File: src/rtl/pb_keyscan.sv
// Pushbutton front end: two-flop synchronizer, debounce FSM, highest-index priority encode.
// Optional auto-repeat while a key is held is enabled by defining PB_AUTOREPEAT_EN.
module pb_keyscan #(
    parameter int DEBOUNCE     = 3,
    parameter int REPEAT_DELAY = 50,
    parameter int REPEAT_RATE  = 10
) (
    input  logic        hz100,
    input  logic        reset,
    input  logic [20:0] pb,
    output logic [4:0]  keycode,
    output logic        strobe,
    output logic        held,
    output logic [7:0]  keycnt
);

    typedef enum logic [1:0] {
        IDLE,
        PRESS_WAIT,
        HELD,
        RELEASE_WAIT
    } state_t;

    localparam logic [7:0] DB_LAST = 8'(DEBOUNCE - 1);

    if (DEBOUNCE < 2 || DEBOUNCE > 255 || REPEAT_DELAY < 1 || REPEAT_DELAY > 255 ||
        REPEAT_RATE < 1 || REPEAT_RATE > 255) begin : g_param_check
        $error("pb_keyscan: parameter out of range");
    end

    logic [20:0] pb_m_reg;
    logic [20:0] pb_s_reg;
    state_t      state_reg,   state_next;
    logic [4:0]  cand_reg,    cand_next;
    logic [7:0]  cnt_reg,     cnt_next;
    logic [4:0]  keycode_reg, keycode_next;
    logic        strobe_reg,  strobe_next;
    logic        held_reg,    held_next;
    logic [7:0]  keycnt_reg,  keycnt_next;
    logic        any;
    logic [4:0]  code;

`ifdef PB_AUTOREPEAT_EN
    localparam logic [7:0] RPT_DELAY = 8'(REPEAT_DELAY);
    localparam logic [7:0] RPT_RATE  = 8'(REPEAT_RATE);
    // Down-counter: loaded with the interval, a strobe fires on the cycle it would reach zero.
    logic [7:0]  rpt_reg, rpt_next;
`endif

    // Ascending scan so the highest pressed index wins.
    always_comb begin
        code = 5'd0;
        for (int i = 0; i < 21; i++) begin
            if (pb_s_reg[i]) begin
                code = 5'(i);
            end
        end
    end

    assign any = |pb_s_reg;

    always_comb begin
        state_next   = state_reg;
        cand_next    = cand_reg;
        cnt_next     = cnt_reg;
        keycode_next = keycode_reg;
        strobe_next  = 1'b0;
        keycnt_next  = keycnt_reg;
`ifdef PB_AUTOREPEAT_EN
        rpt_next     = rpt_reg;
`endif
        case (state_reg)
            IDLE: begin
`ifdef PB_AUTOREPEAT_EN
                rpt_next = 8'd0;
`endif
                if (any) begin
                    cand_next  = code;
                    cnt_next   = 8'd1;
                    state_next = PRESS_WAIT;
                end
            end
            PRESS_WAIT: begin
                if (!any || code != cand_reg) begin
                    cnt_next   = 8'd0;
                    state_next = IDLE;
                end else if (cnt_reg == DB_LAST) begin
                    keycode_next = cand_reg;
                    strobe_next  = 1'b1;
                    keycnt_next  = keycnt_reg + 8'd1;
                    state_next   = HELD;
`ifdef PB_AUTOREPEAT_EN
                    rpt_next     = RPT_DELAY;
`endif
                end else begin
                    cnt_next = cnt_reg + 8'd1;
                end
            end
            HELD: begin
                // A different code while still pressed is deliberately not re-encoded.
                if (!any) begin
                    cnt_next   = 8'd1;
                    state_next = RELEASE_WAIT;
`ifdef PB_AUTOREPEAT_EN
                    rpt_next   = 8'd0;
`endif
                end
`ifdef PB_AUTOREPEAT_EN
                else if (rpt_reg <= 8'd1) begin
                    strobe_next = 1'b1;
                    keycnt_next = keycnt_reg + 8'd1;
                    rpt_next    = RPT_RATE;
                end else begin
                    rpt_next = rpt_reg - 8'd1;
                end
`endif
            end
            RELEASE_WAIT: begin
                if (any) begin
                    cnt_next   = 8'd0;
                    state_next = HELD;
`ifdef PB_AUTOREPEAT_EN
                    rpt_next   = RPT_DELAY;
`endif
                end else if (cnt_reg == DB_LAST) begin
                    cnt_next   = 8'd0;
                    state_next = IDLE;
                end else begin
                    cnt_next = cnt_reg + 8'd1;
                end
            end
            default: begin
                cnt_next   = 8'd0;
                state_next = IDLE;
            end
        endcase
        held_next = (state_next == HELD) || (state_next == RELEASE_WAIT);
    end

    always_ff @(posedge hz100) begin
        if (reset) begin
            pb_m_reg    <= '0;
            pb_s_reg    <= '0;
            state_reg   <= IDLE;
            cand_reg    <= '0;
            cnt_reg     <= '0;
            keycode_reg <= '0;
            strobe_reg  <= 1'b0;
            held_reg    <= 1'b0;
            keycnt_reg  <= '0;
`ifdef PB_AUTOREPEAT_EN
            rpt_reg     <= '0;
`endif
        end else begin
            pb_m_reg    <= pb;
            pb_s_reg    <= pb_m_reg;
            state_reg   <= state_next;
            cand_reg    <= cand_next;
            cnt_reg     <= cnt_next;
            keycode_reg <= keycode_next;
            strobe_reg  <= strobe_next;
            held_reg    <= held_next;
            keycnt_reg  <= keycnt_next;
`ifdef PB_AUTOREPEAT_EN
            rpt_reg     <= rpt_next;
`endif
        end
    end

    assign keycode = keycode_reg;
    assign strobe  = strobe_reg;
    assign held    = held_reg;
    assign keycnt  = keycnt_reg;

endmodule

File: config.mk
export PLATFORM = sky130hd
export DESIGN_NAME = pb_keyscan
export DESIGN_NICKNAME = d
export VERILOG_FILES = /design/src/rtl/pb_keyscan.sv
export SDC_FILE = /design/constraint.sdc
export NUM_CORES = 1
export LEC_CHECK = 0
export CORE_MARGIN = 4
export CORE_UTILIZATION = 54
export CTS_CLUSTER_SIZE = 30
export DETAILED_ROUTE_END_ITERATION = 8
export PLACE_DENSITY_LB_ADDON = 0.3
export SYNTH_ARGS = -nofsm -noshare
export SYNTH_HDL_FRONTEND = slang
export SYNTH_SLANG_ARGS = --single-unit
File: constraint.sdc
create_clock -name hz100 -period 4.05 [get_ports hz100]
set_input_delay 1.215 -clock hz100 [delete_from_list [all_inputs] [get_ports hz100]]
set_output_delay 1.215 -clock hz100 [all_outputs]
set_load 0.03 [all_outputs]
==> flow_metrics.env, run 1 <==
export IMPL_clock_fmax_mhz=317.3
export IMPL_netlist_area_sq_mm=0.002865
export IMPL_ys_ff_latch=72
export IMPL_holdBufCountCts=0
export IMPL_syn_inst=311
export IMPL_combPwrFrac=0.095
export IMPL_post_route_cells_drive_above_1_share=0.07955
export IMPL_gp_congestion=0.8942
export IMPL_grt_max_degree=68
export IMPL_slew_headroom=0.3624
export IMPL_floorplan_die_area_sq_mm=0.006535
export IMPL_cts_sinks=72
export IMPL_grt_use_total=0.1728
export IMPL_finalCriticalPeriod_ns=3.152
export IMPL_cp_required_ns=4.31
export IMPL_power_frac_seq=0.523
export IMPL_antenna_cells=0
export IMPL_worst_path_largest_cell_delay_ns=0.68
export IMPL_seq_area_frac_synth=0.5031
export IMPL_critPathMaxFanout=21
export IMPL_cp_cell_sequence="inv_1 -> ha_1 -> or4b_2 -> nor4_1 -> nand2_1 -> or4_4 -> or4_1 -> a21oi_1"
export IMPL_final_cell_mix="dfxtp_1, nor2b_1, clkdlybuf4s50_1"
export IMPL_cts_max_path_buffers=2
export IMPL_rsz0062_at_grt="no"
export IMPL_setup_violations=0
export IMPL_p_int_mw=1.122
export IMPL_min_delay_start="pb_m_reg[3]"
export IMPL_die_w_um=80.84
export IMPL_hold_class="reg -> reg"
export IMPL_finClkSkew_ns=0.008592
export IMPL_drt_wl_total_mm=5.195
export IMPL_num_nets_final=374
export IMPL_crit_slowest_cell="or4_4"
export IMPL_wl_per_cell_um=12.31
export IMPL_fin_setup_tns_ns=0
export IMPL_antenna_found_initial=0
export IMPL_ir_worst_vdd_v=0.0003386
export IMPL_hpwlAfterDp_mm=3.644
export IMPL_synth_nets=337
export IMPL_post_cts_buffers=0
export IMPL_layout_commonest_cell="dfxtp_1"
export IMPL_grt_overflow=0
export IMPL_worst_slew_pin_slew_ns=0.9485
export IMPL_crit_family="simple AND/OR/NAND/NOR gates"
export IMPL_p_clk_frac=0.382
export IMPL_synth_top_area_frac=0.5031
export IMPL_ys_flop_type="dfxtp_1"
export IMPL_synth_top_cell_by_area="dfxtp_1"
export IMPL_vias_per_cell=5.396
export IMPL_insertion_delay_ns=0.33
export IMPL_ctsResizeCount=0
export IMPL_syn2layout_area_growth_pct=21.14
export IMPL_drtIter0Drc=76
export IMPL_drc=0
export IMPL_max_cap_viol_count=0
export IMPL_cts_tree="done"
export IMPL_maxSlewViolCount=0
export IMPL_rows=26
export IMPL_startpoint_type="register"
export IMPL_ys_async_sr_fraction=0
export IMPL_synth_warnings=0
export IMPL_avgSynthCellArea_sq_um=9.213
export IMPL_hold_viol_final=0
export IMPL_sw_frac_of_total=0.2259
export IMPL_r2r_start="cnt_reg[0]"
export IMPL_arrival_ns=3.42
export IMPL_setup_slack_ns=0.8982
export IMPL_vias=2277
export IMPL_die_height_um=80.84
export IMPL_grt_pass1_vias=2052
export IMPL_leakage_nw=1.274
export IMPL_timing_worst_setup_path_type="reg -> reg"
export IMPL_timing_final_crit_share=0.7782
export IMPL_cts_made_buffers=9
export IMPL_h_tree_depth=3
export IMPL_drtAntennaViolNets=0
export IMPL_clk_pin_slew_ns=0.07
export IMPL_io_pins=38
export IMPL_status="finished clean"
export IMPL_critPathLaunch="cnt_reg[0]"
export IMPL_root_buffer="clkbuf_8"
export IMPL_firstDrtPassIters=4
export IMPL_grt_pass1_wl_mm=8.838
export IMPL_start_util=0.5574
export IMPL_place_ws_ns=0.9336
export IMPL_core_area_sq_mm=0.005140
export IMPL_endpoint_kind="register"
export IMPL_powerDensity_mw_per_mm2=417.7
export IMPL_synth_area_leaders="dfxtp_1, nor2b_1, a21oi_1"
export IMPL_yosysUniqueCellTypes=48
export IMPL_path_buf_inv=1
export IMPL_p_switching_mw=0.3275
export IMPL_port_buffers=37
export IMPL_synth_enable_flop_cells=0
==> layer usage <==
metal | track usage | vias up | share of wire
met1 | 0.1889 | 1054 | 0.42
met5 | 0 | - | 0
met4 | 0.09122 | 0 | 0.020
met2 | 0.3062 | 44 | 0.51
li1 | - | 1168 | -
met3 | 0.04324 | 11 | 0.043
==> synth_stat cells, types with 3 or more instances <==
cell and n:
or2_2 3, o31a_1 3, a31oi_1 3, nor4_1 8, a21oi_1 22, dfxtp_1 72, a211o_1 3, o21ai_0 9
nand2_1 25, nand2b_1 6, or3_1 4, clkbuf_1 11, inv_1 10, nand3_1 7, nor2_1 22, nor3_1 9
ha_1 3, o31ai_1 4, nor2b_1 42, or4_1 6
==> area by class of cell <==
cell class / instances / area, sq um
Clock buffer: 13 / 158.9
Clock inverter: 2 / 38.79
Fill cell: 438 / 1669
Inverter: 10 / 37.54
Multi-Input combinational cell: 217 / 1334
Sequential cell: 72 / 1441
Tap cell: 70 / 87.58
Timing Repair Buffer: 38 / 372.9
==> final timing paths <==
kind | cells past startpoint | slack [ns] | end
max | 8 | 0.90 | keycnt[7]
min | 1 | 0.43 | pb_s_reg[3]
max reg2reg | 8 | 0.90 | keycnt[7]
min reg2reg | 1 | 0.43 | pb_s_reg[3]
==> power groups by stage <==
stage,combinational [mW],sequential (mW),clock (mW)
final,0.138,0.758,0.554
after global routing,0.155,0.762,0.594
after CTS,0.138,0.758,0.567
after detailed placement,0.137,0.774,0
after global placement,0.134,0.773,0
after floorplan,0.0989,0.768,0
==> metrics by stage <==
| stage | hold WS [ns] | instance area [sq um] | utilization | std cells | total power [mW] |
|---|---|---|---|---|---|
| global placement | 0.4210 | 3273 | 0.6368 | 407 | 0.9062 |
| finish | 0.4346 | 3471 | 0.6753 | 422 | 1.450 |
| detailed placement | 0.4228 | 3273 | 0.6368 | 407 | 0.9105 |
| global route | 0.4537 | 3471 | 0.6753 | 422 | 1.511 |
| CTS | 0.4385 | 3471 | 0.6753 | 422 | 1.462 |
| floorplan | 0.4138 | 2865 | - | 311 | 0.8666 |
==> cells by family after synthesis <==
logic type / count (synthesis) / share of synthesized area
AOI/OAI and AO/OA: 65 / 0.1563
xor gates and xnor gates: 3 / 0.009172
adders and majority gates: 3 / 0.01310
buffers and inverters: 22 / 0.03144
DFF: 72 / 0.5031
muxes: 1 / 0.003494
and+or+nand+nor: 145 / 0.2834
No activity file was read; power rests on OpenSTA's default activity.
==> run 2, diff against run 1 <==
--- a/config.mk
+++ b/config.mk
@@ -6,7 +6,7 @@
 export NUM_CORES = 1
 export LEC_CHECK = 0
 export CORE_MARGIN = 4
-export CORE_UTILIZATION = 54
+export CORE_UTILIZATION = 49
 export CTS_CLUSTER_SIZE = 30
 export DETAILED_ROUTE_END_ITERATION = 8
 export PLACE_DENSITY_LB_ADDON = 0.3
==> constraint.sdc (replaced) <==
create_clock -name hz100 -period 2.81 [get_ports hz100]
set_input_delay 0.843 -clock hz100 [delete_from_list [all_inputs] [get_ports hz100]]
set_output_delay 0.843 -clock hz100 [all_outputs]
set_load 0.03 [all_outputs]
==> run 2 against run 1 <==
Net effect: critical path depth stayed put; die area is 9.2% higher; power is 66% higher; sequential power is 44% higher; count of clock-buffer cells in the layout is 3 lower; first-iteration DRC count is 30% higher; clock power is 91% higher; global-route usage is 0.74 points lower; maximum frequency is 13% higher; largest cell class unchanged; highest routed layer unchanged.
==> flow_metrics.env, run 2 (synthesis results as in run 1) <==
export IMPL_dpl_cell_count=431
export IMPL_powerDensity_mw_per_mm2=631.6
export IMPL_floorplan_die_area_sq_mm=0.007135
export IMPL_met3_length_um=281
export IMPL_timing_final_crit_share=0.9938
export IMPL_ir_worst_vdd_v=0.0004497
export IMPL_final_cell_mix="dfxtp_1, nor2b_1, clkdlybuf4s50_1"
export IMPL_placed_area_sq_mm=0.003456
export IMPL_firstDrtPassIters=4
export IMPL_report_power_total_mw=2.408
export IMPL_antenna_cells=0
export IMPL_cts_made_buffers=9
export IMPL_fin_area_sq_mm=0.003812
export IMPL_wl_met1_mm=2.417
export IMPL_root_buffer="clkbuf_8"
export IMPL_hpwlAfterDp_mm=3.920
export IMPL_maxSlewViolCount=0
export IMPL_die_w_um=84.47
export IMPL_start_util=0.5140
export IMPL_timing_worst_setup_path_type="reg -> reg"
export IMPL_grt_pass1_vias=2192
export IMPL_clock_fmax_mhz=358.1
export IMPL_slew_headroom=0.7075
export IMPL_grt_pass1_wl_mm=9.563
export IMPL_port_buffers=37
export IMPL_crit_slowest_cell="or4_4"
export IMPL_syn2layout_area_growth_pct=33.06
export IMPL_cp_required_ns=3.08
export IMPL_routed_wl_met2_mm=2.796
export IMPL_clk_pin_slew_ns=0.07
export IMPL_core_area_sq_mm=0.005574
export IMPL_worst_slew_pin_slew_ns=0.4351
export IMPL_fin_setup_tns_ns=0
export IMPL_finalNonFillerCells=450
export IMPL_hold_class="reg -> reg"
export IMPL_critPathMaxFanout=5
export IMPL_gp_congestion=0.9055
export IMPL_rsz0062_at_grt="yes"
export IMPL_worst_path_largest_cell_delay_ns=0.56
export IMPL_grt_use_total=0.1653
export IMPL_cts_max_path_buffers=2
export IMPL_drt_wl_total_mm=5.611
export IMPL_cts_sinks=72
export IMPL_vias_per_cell=5.260
export IMPL_wl_per_cell_um=12.47
export IMPL_fill_cells=446
export IMPL_post_route_cells_drive_above_1_share=0.1693
export IMPL_max_cap_viol_count=0
export IMPL_die_height_um=84.47
export IMPL_drtIter0Drc=99
export IMPL_startpoint_type="register"
export IMPL_finalCriticalPeriod_ns=2.793
export IMPL_arrival_ns=3.07
export IMPL_antenna_found_initial=0
export IMPL_io_pins=38
export IMPL_drtAntennaViolNets=0
export IMPL_endpoint_kind="register"
export IMPL_setup_violations=0
export IMPL_hold_viol_final=0
export IMPL_leakage_nw=1.450
export IMPL_num_nets_final=400
export IMPL_drc=0
export IMPL_cp_cell_sequence="or4_4 -> a211oi_4 -> o32ai_2 -> a211oi_2 -> nand3b_4 -> or4_4 -> or4_1 -> a21oi_1"
export IMPL_rows=27
export IMPL_finClkSkew_ns=0.004908
export IMPL_cts_tree="done"
export IMPL_h_tree_depth=3
export IMPL_status="finished clean"
export IMPL_layout_commonest_cell="dfxtp_1"
export IMPL_crit_top_cell="or4_4"
export IMPL_grt_overflow=0
export IMPL_dr_max_layer_used="met4"
export IMPL_grt_max_degree=40
export IMPL_vias=2367
export IMPL_insertion_delay_ns=0.34
-- run 2: changes by cell type in the layout (fill, tap and decap cells not counted), sizes merged --
cell and delta:
or4 +1, buf +25, clkbuf -3, bufinv +3
-- run 2: stage by stage --
step / utilization / hold WS [ns] / worst slack (ns)
after CTS: 0.6804 / 0.4386 / 0.003813
after detailed placement: 0.6200 / 0.4204 / -0.08360
after floorplan: - / 0.4138 / 0.004111
after global routing: 0.6840 / 0.4553 / -0.09189
final: 0.6840 / 0.4401 / 0.01731
after global placement: 0.6200 / 0.4168 / 0.0005076
-- run 2: path summary, 6_finish.rpt --
path | startpoint | endpoint | slack [ns] | cells after the start
worst min register to register | pb_m_reg[17] | pb_s_reg[17] | 0.44 | 1
worst max-delay path | pb_s_reg[17] | keycnt[5] | 0.02 | 8
worst min-delay path | pb_m_reg[17] | pb_s_reg[17] | 0.44 | 1
worst max register to register | pb_s_reg[17] | keycnt[5] | 0.02 | 8
-- run 2: cell type report --
type,instances,area (sq um),area share
Multi-Input combinational cell,218,1414,0.3709
Sequential cell,72,1444,0.3787
Clock buffer,10,137.6,0.03610
Timing Repair Buffer,63,560.5,0.1470
Inverter,10,37.54,0.009846
Tap cell,72,90.09,0.02363
Clock inverter,5,128.9,0.03380
-- run 2: metal layers --
layer | vias up | track usage
met5 | - | 0
met4 | 0 | 0.08489
met3 | 13 | 0.04416
met2 | 53 | 0.2783
met1 | 1078 | 0.1931
li1 | 1223 | -
-- run 2: where the power goes --
part           internal (mW)  switching (mW)
clock                  0.700           0.364
sequential              1.06          0.0307
combinational          0.135           0.117
total                   1.90           0.512
-- run 2: critical path, delay by kind of cell (launching register included) --
| family | cells | cell delay [ns] |
|---|---|---|
| AOI/OAI and AO/OA | 4 | 0.76 |
| DFF | 1 | 0.32 |
| and+or+nand+nor | 4 | 1.65 |
-- run 2: timing repair --
item / 4_1_cts / 5_1_grt
gates cloned: 1 / 0
resized for setup: 7 / 7
setup buffers: 3 / 0
setup endpoints to repair: 12 / 12
pin swaps: 0 / 3
hold buffers: 0 / 0
==> run 3, diff against run 2 <==
--- a/config.mk
+++ b/config.mk
@@ -10,6 +10,7 @@
 export CTS_CLUSTER_SIZE = 30
 export DETAILED_ROUTE_END_ITERATION = 8
 export PLACE_DENSITY_LB_ADDON = 0.3
+export RECOVER_POWER = 25
 export SYNTH_ARGS = -nofsm -noshare
 export SYNTH_HDL_FRONTEND = slang
 export SYNTH_SLANG_ARGS = --single-unit
==> run 3 against run 2 <==
Net effect: first-iteration DRC count unchanged; clock skew about the same; sequential power about the same; die area is the same; routed wire length is essentially flat; combinational power barely moved; sequential share of layout area barely moved; design area barely moved; sequential cell count stayed put.
==> flow_metrics.env, run 3 (synthesis results as in run 1) <==
export IMPL_status="finished clean"
export IMPL_cts_tree="done"
export IMPL_hold_viol_final=0
export IMPL_cp_required_ns=3.08
export IMPL_grt_max_degree=40
export IMPL_h_tree_depth=3
export IMPL_post_route_cells_drive_above_1_share=0.1667
export IMPL_placed_area_sq_mm=0.003456
export IMPL_critPathMaxFanout=5
export IMPL_slew_headroom=0.2530
export IMPL_floorplan_die_area_sq_mm=0.007135
export IMPL_place_ws_ns=-0.08360
export IMPL_clk_pin_slew_ns=0.07
export IMPL_fill_cells=447
export IMPL_arrival_ns=3.07
export IMPL_antenna_cells=0
export IMPL_startpoint_type="register"
export IMPL_maxSlewViolCount=0
export IMPL_insertion_delay_ns=0.34
export IMPL_wl_per_cell_um=12.46
export IMPL_die_w_um=84.47
export IMPL_core_area_sq_mm=0.005574
export IMPL_num_nets_final=400
export IMPL_clock_fmax_mhz=358.1
export IMPL_hpwlAfterDp_mm=3.920
export IMPL_rsz0062_at_grt="yes"
export IMPL_drtAntennaViolNets=0
export IMPL_leakage_nw=1.446
export IMPL_finalCriticalPeriod_ns=2.793
export IMPL_vias_per_cell=5.253
export IMPL_root_buffer="clkbuf_8"
export IMPL_layout_commonest_cell="dfxtp_1"
export IMPL_timing_final_crit_share=0.9938
export IMPL_fin_area_sq_mm=0.003809
export IMPL_reg2regPathDepth=8
export IMPL_endpoint_kind="register"
export IMPL_start_util=0.5140
export IMPL_final_cell_mix="dfxtp_1, nor2b_1, clkdlybuf4s50_1"
export IMPL_hold_depth=1
export IMPL_cts_sinks=72
export IMPL_grt_use_total=0.1653
export IMPL_vias=2364
export IMPL_die_height_um=84.47
export IMPL_ir_worst_vdd_v=0.0004499
export IMPL_hold_class="reg -> reg"
export IMPL_grt_overflow=0
export IMPL_drc=0
export IMPL_setup_violations=0
export IMPL_finClkSkew_ns=0.004908
export IMPL_io_pins=38
export IMPL_drt_wl_total_mm=5.609
export IMPL_syn2layout_area_growth_pct=32.93
export IMPL_worst_slew_pin_slew_ns=1.121
export IMPL_holdBufCountCts=0
export IMPL_cts_made_buffers=9
export IMPL_port_buffers=37
export IMPL_timing_worst_setup_path_type="reg -> reg"
export IMPL_setup_slack_ns=0.01731
export IMPL_grt_pass1_vias=2192
export IMPL_cts_max_path_buffers=2
export IMPL_antenna_found_initial=0
export IMPL_powerDensity_mw_per_mm2=632.0
export IMPL_firstDrtPassIters=4
export IMPL_max_cap_viol_count=0
export IMPL_grt_pass1_wl_mm=9.563
export IMPL_gp_congestion=0.9055
export IMPL_rows=27
export IMPL_drtIter0Drc=99
==> run 3: cell count changes in the layout (fill, tap and decap cells not counted), sizes merged <==
cell    change
clkbuf      +1
buf         -1
==> run 3: report_power, final <==
part	total (mW)	internal [mW]	switching, mW
registers	1.09	1.06	0.0308
clock network	1.06	0.700	0.364
logic	0.251	0.134	0.117
total	2.41	1.90	0.512
==> run 3: final timing paths <==
check	start	to	slack [ns]
max	pb_s_reg[17]	keycnt[5]	0.02
min	pb_m_reg[17]	pb_s_reg[17]	0.44
max reg2reg	pb_s_reg[17]	keycnt[5]	0.02
min reg2reg	pb_m_reg[17]	pb_s_reg[17]	0.44
==> run 3: worst max-delay path, cell delays in order (launching register included) <==
cell and delay [ns]:
dfxtp_2 0.32, or4_4 0.56, a211oi_4 0.25, o32ai_2 0.12, a211oi_2 0.25, nand3b_4 0.11, or4_4 0.46, or4_1 0.52
a21oi_1 0.14
==> run 3: timing repair <==
action	CTS	global route
pin swaps	0	3
setup buffers	3	0
gates resized for setup	7	7
cloned	1	0
endpoints found under the hold margin	0	0
endpoints found under the setup margin	12	12
==> run 3: per-layer routing <==
metal / wire length (um) / up-vias / global-route usage
li1: - / 1222 / -
met1: 2420 / 1076 / 0.1931
met2: 2787 / 53 / 0.2783
met3: 284 / 13 / 0.04416
met4: 116 / 0 / 0.08489
met5: 0 / - / 0
==> run 3: area by class of cell <==
| type | count | area, sq um | area share |
|---|---|---|---|
| flip-flops and latches | 72 | 1444 | 0.3791 |
| multi-input cells | 218 | 1414 | 0.3712 |
| repair buffers | 63 | 556.8 | 0.1462 |
| clock buffers | 10 | 137.6 | 0.03614 |
| clock inverters | 5 | 128.9 | 0.03384 |
| well taps | 72 | 90.09 | 0.02365 |
| inverters | 10 | 37.54 | 0.009855 |
==> run 3: stage by stage <==
stage | instances | setup TNS (ns) | hold WS (ns) | util | total power [mW]
CTS | 450 | 0 | 0.4386 | 0.6804 | 2.436
finish | 450 | 0 | 0.4401 | 0.6833 | 2.407
floorplan | 311 | 0 | 0.4138 | - | 1.253
global route | 450 | -0.2991 | 0.4553 | 0.6833 | 2.512
detailed placement | 431 | -0.3132 | 0.4204 | 0.6200 | 1.346
global placement | 431 | 0 | 0.4168 | 0.6200 | 1.342
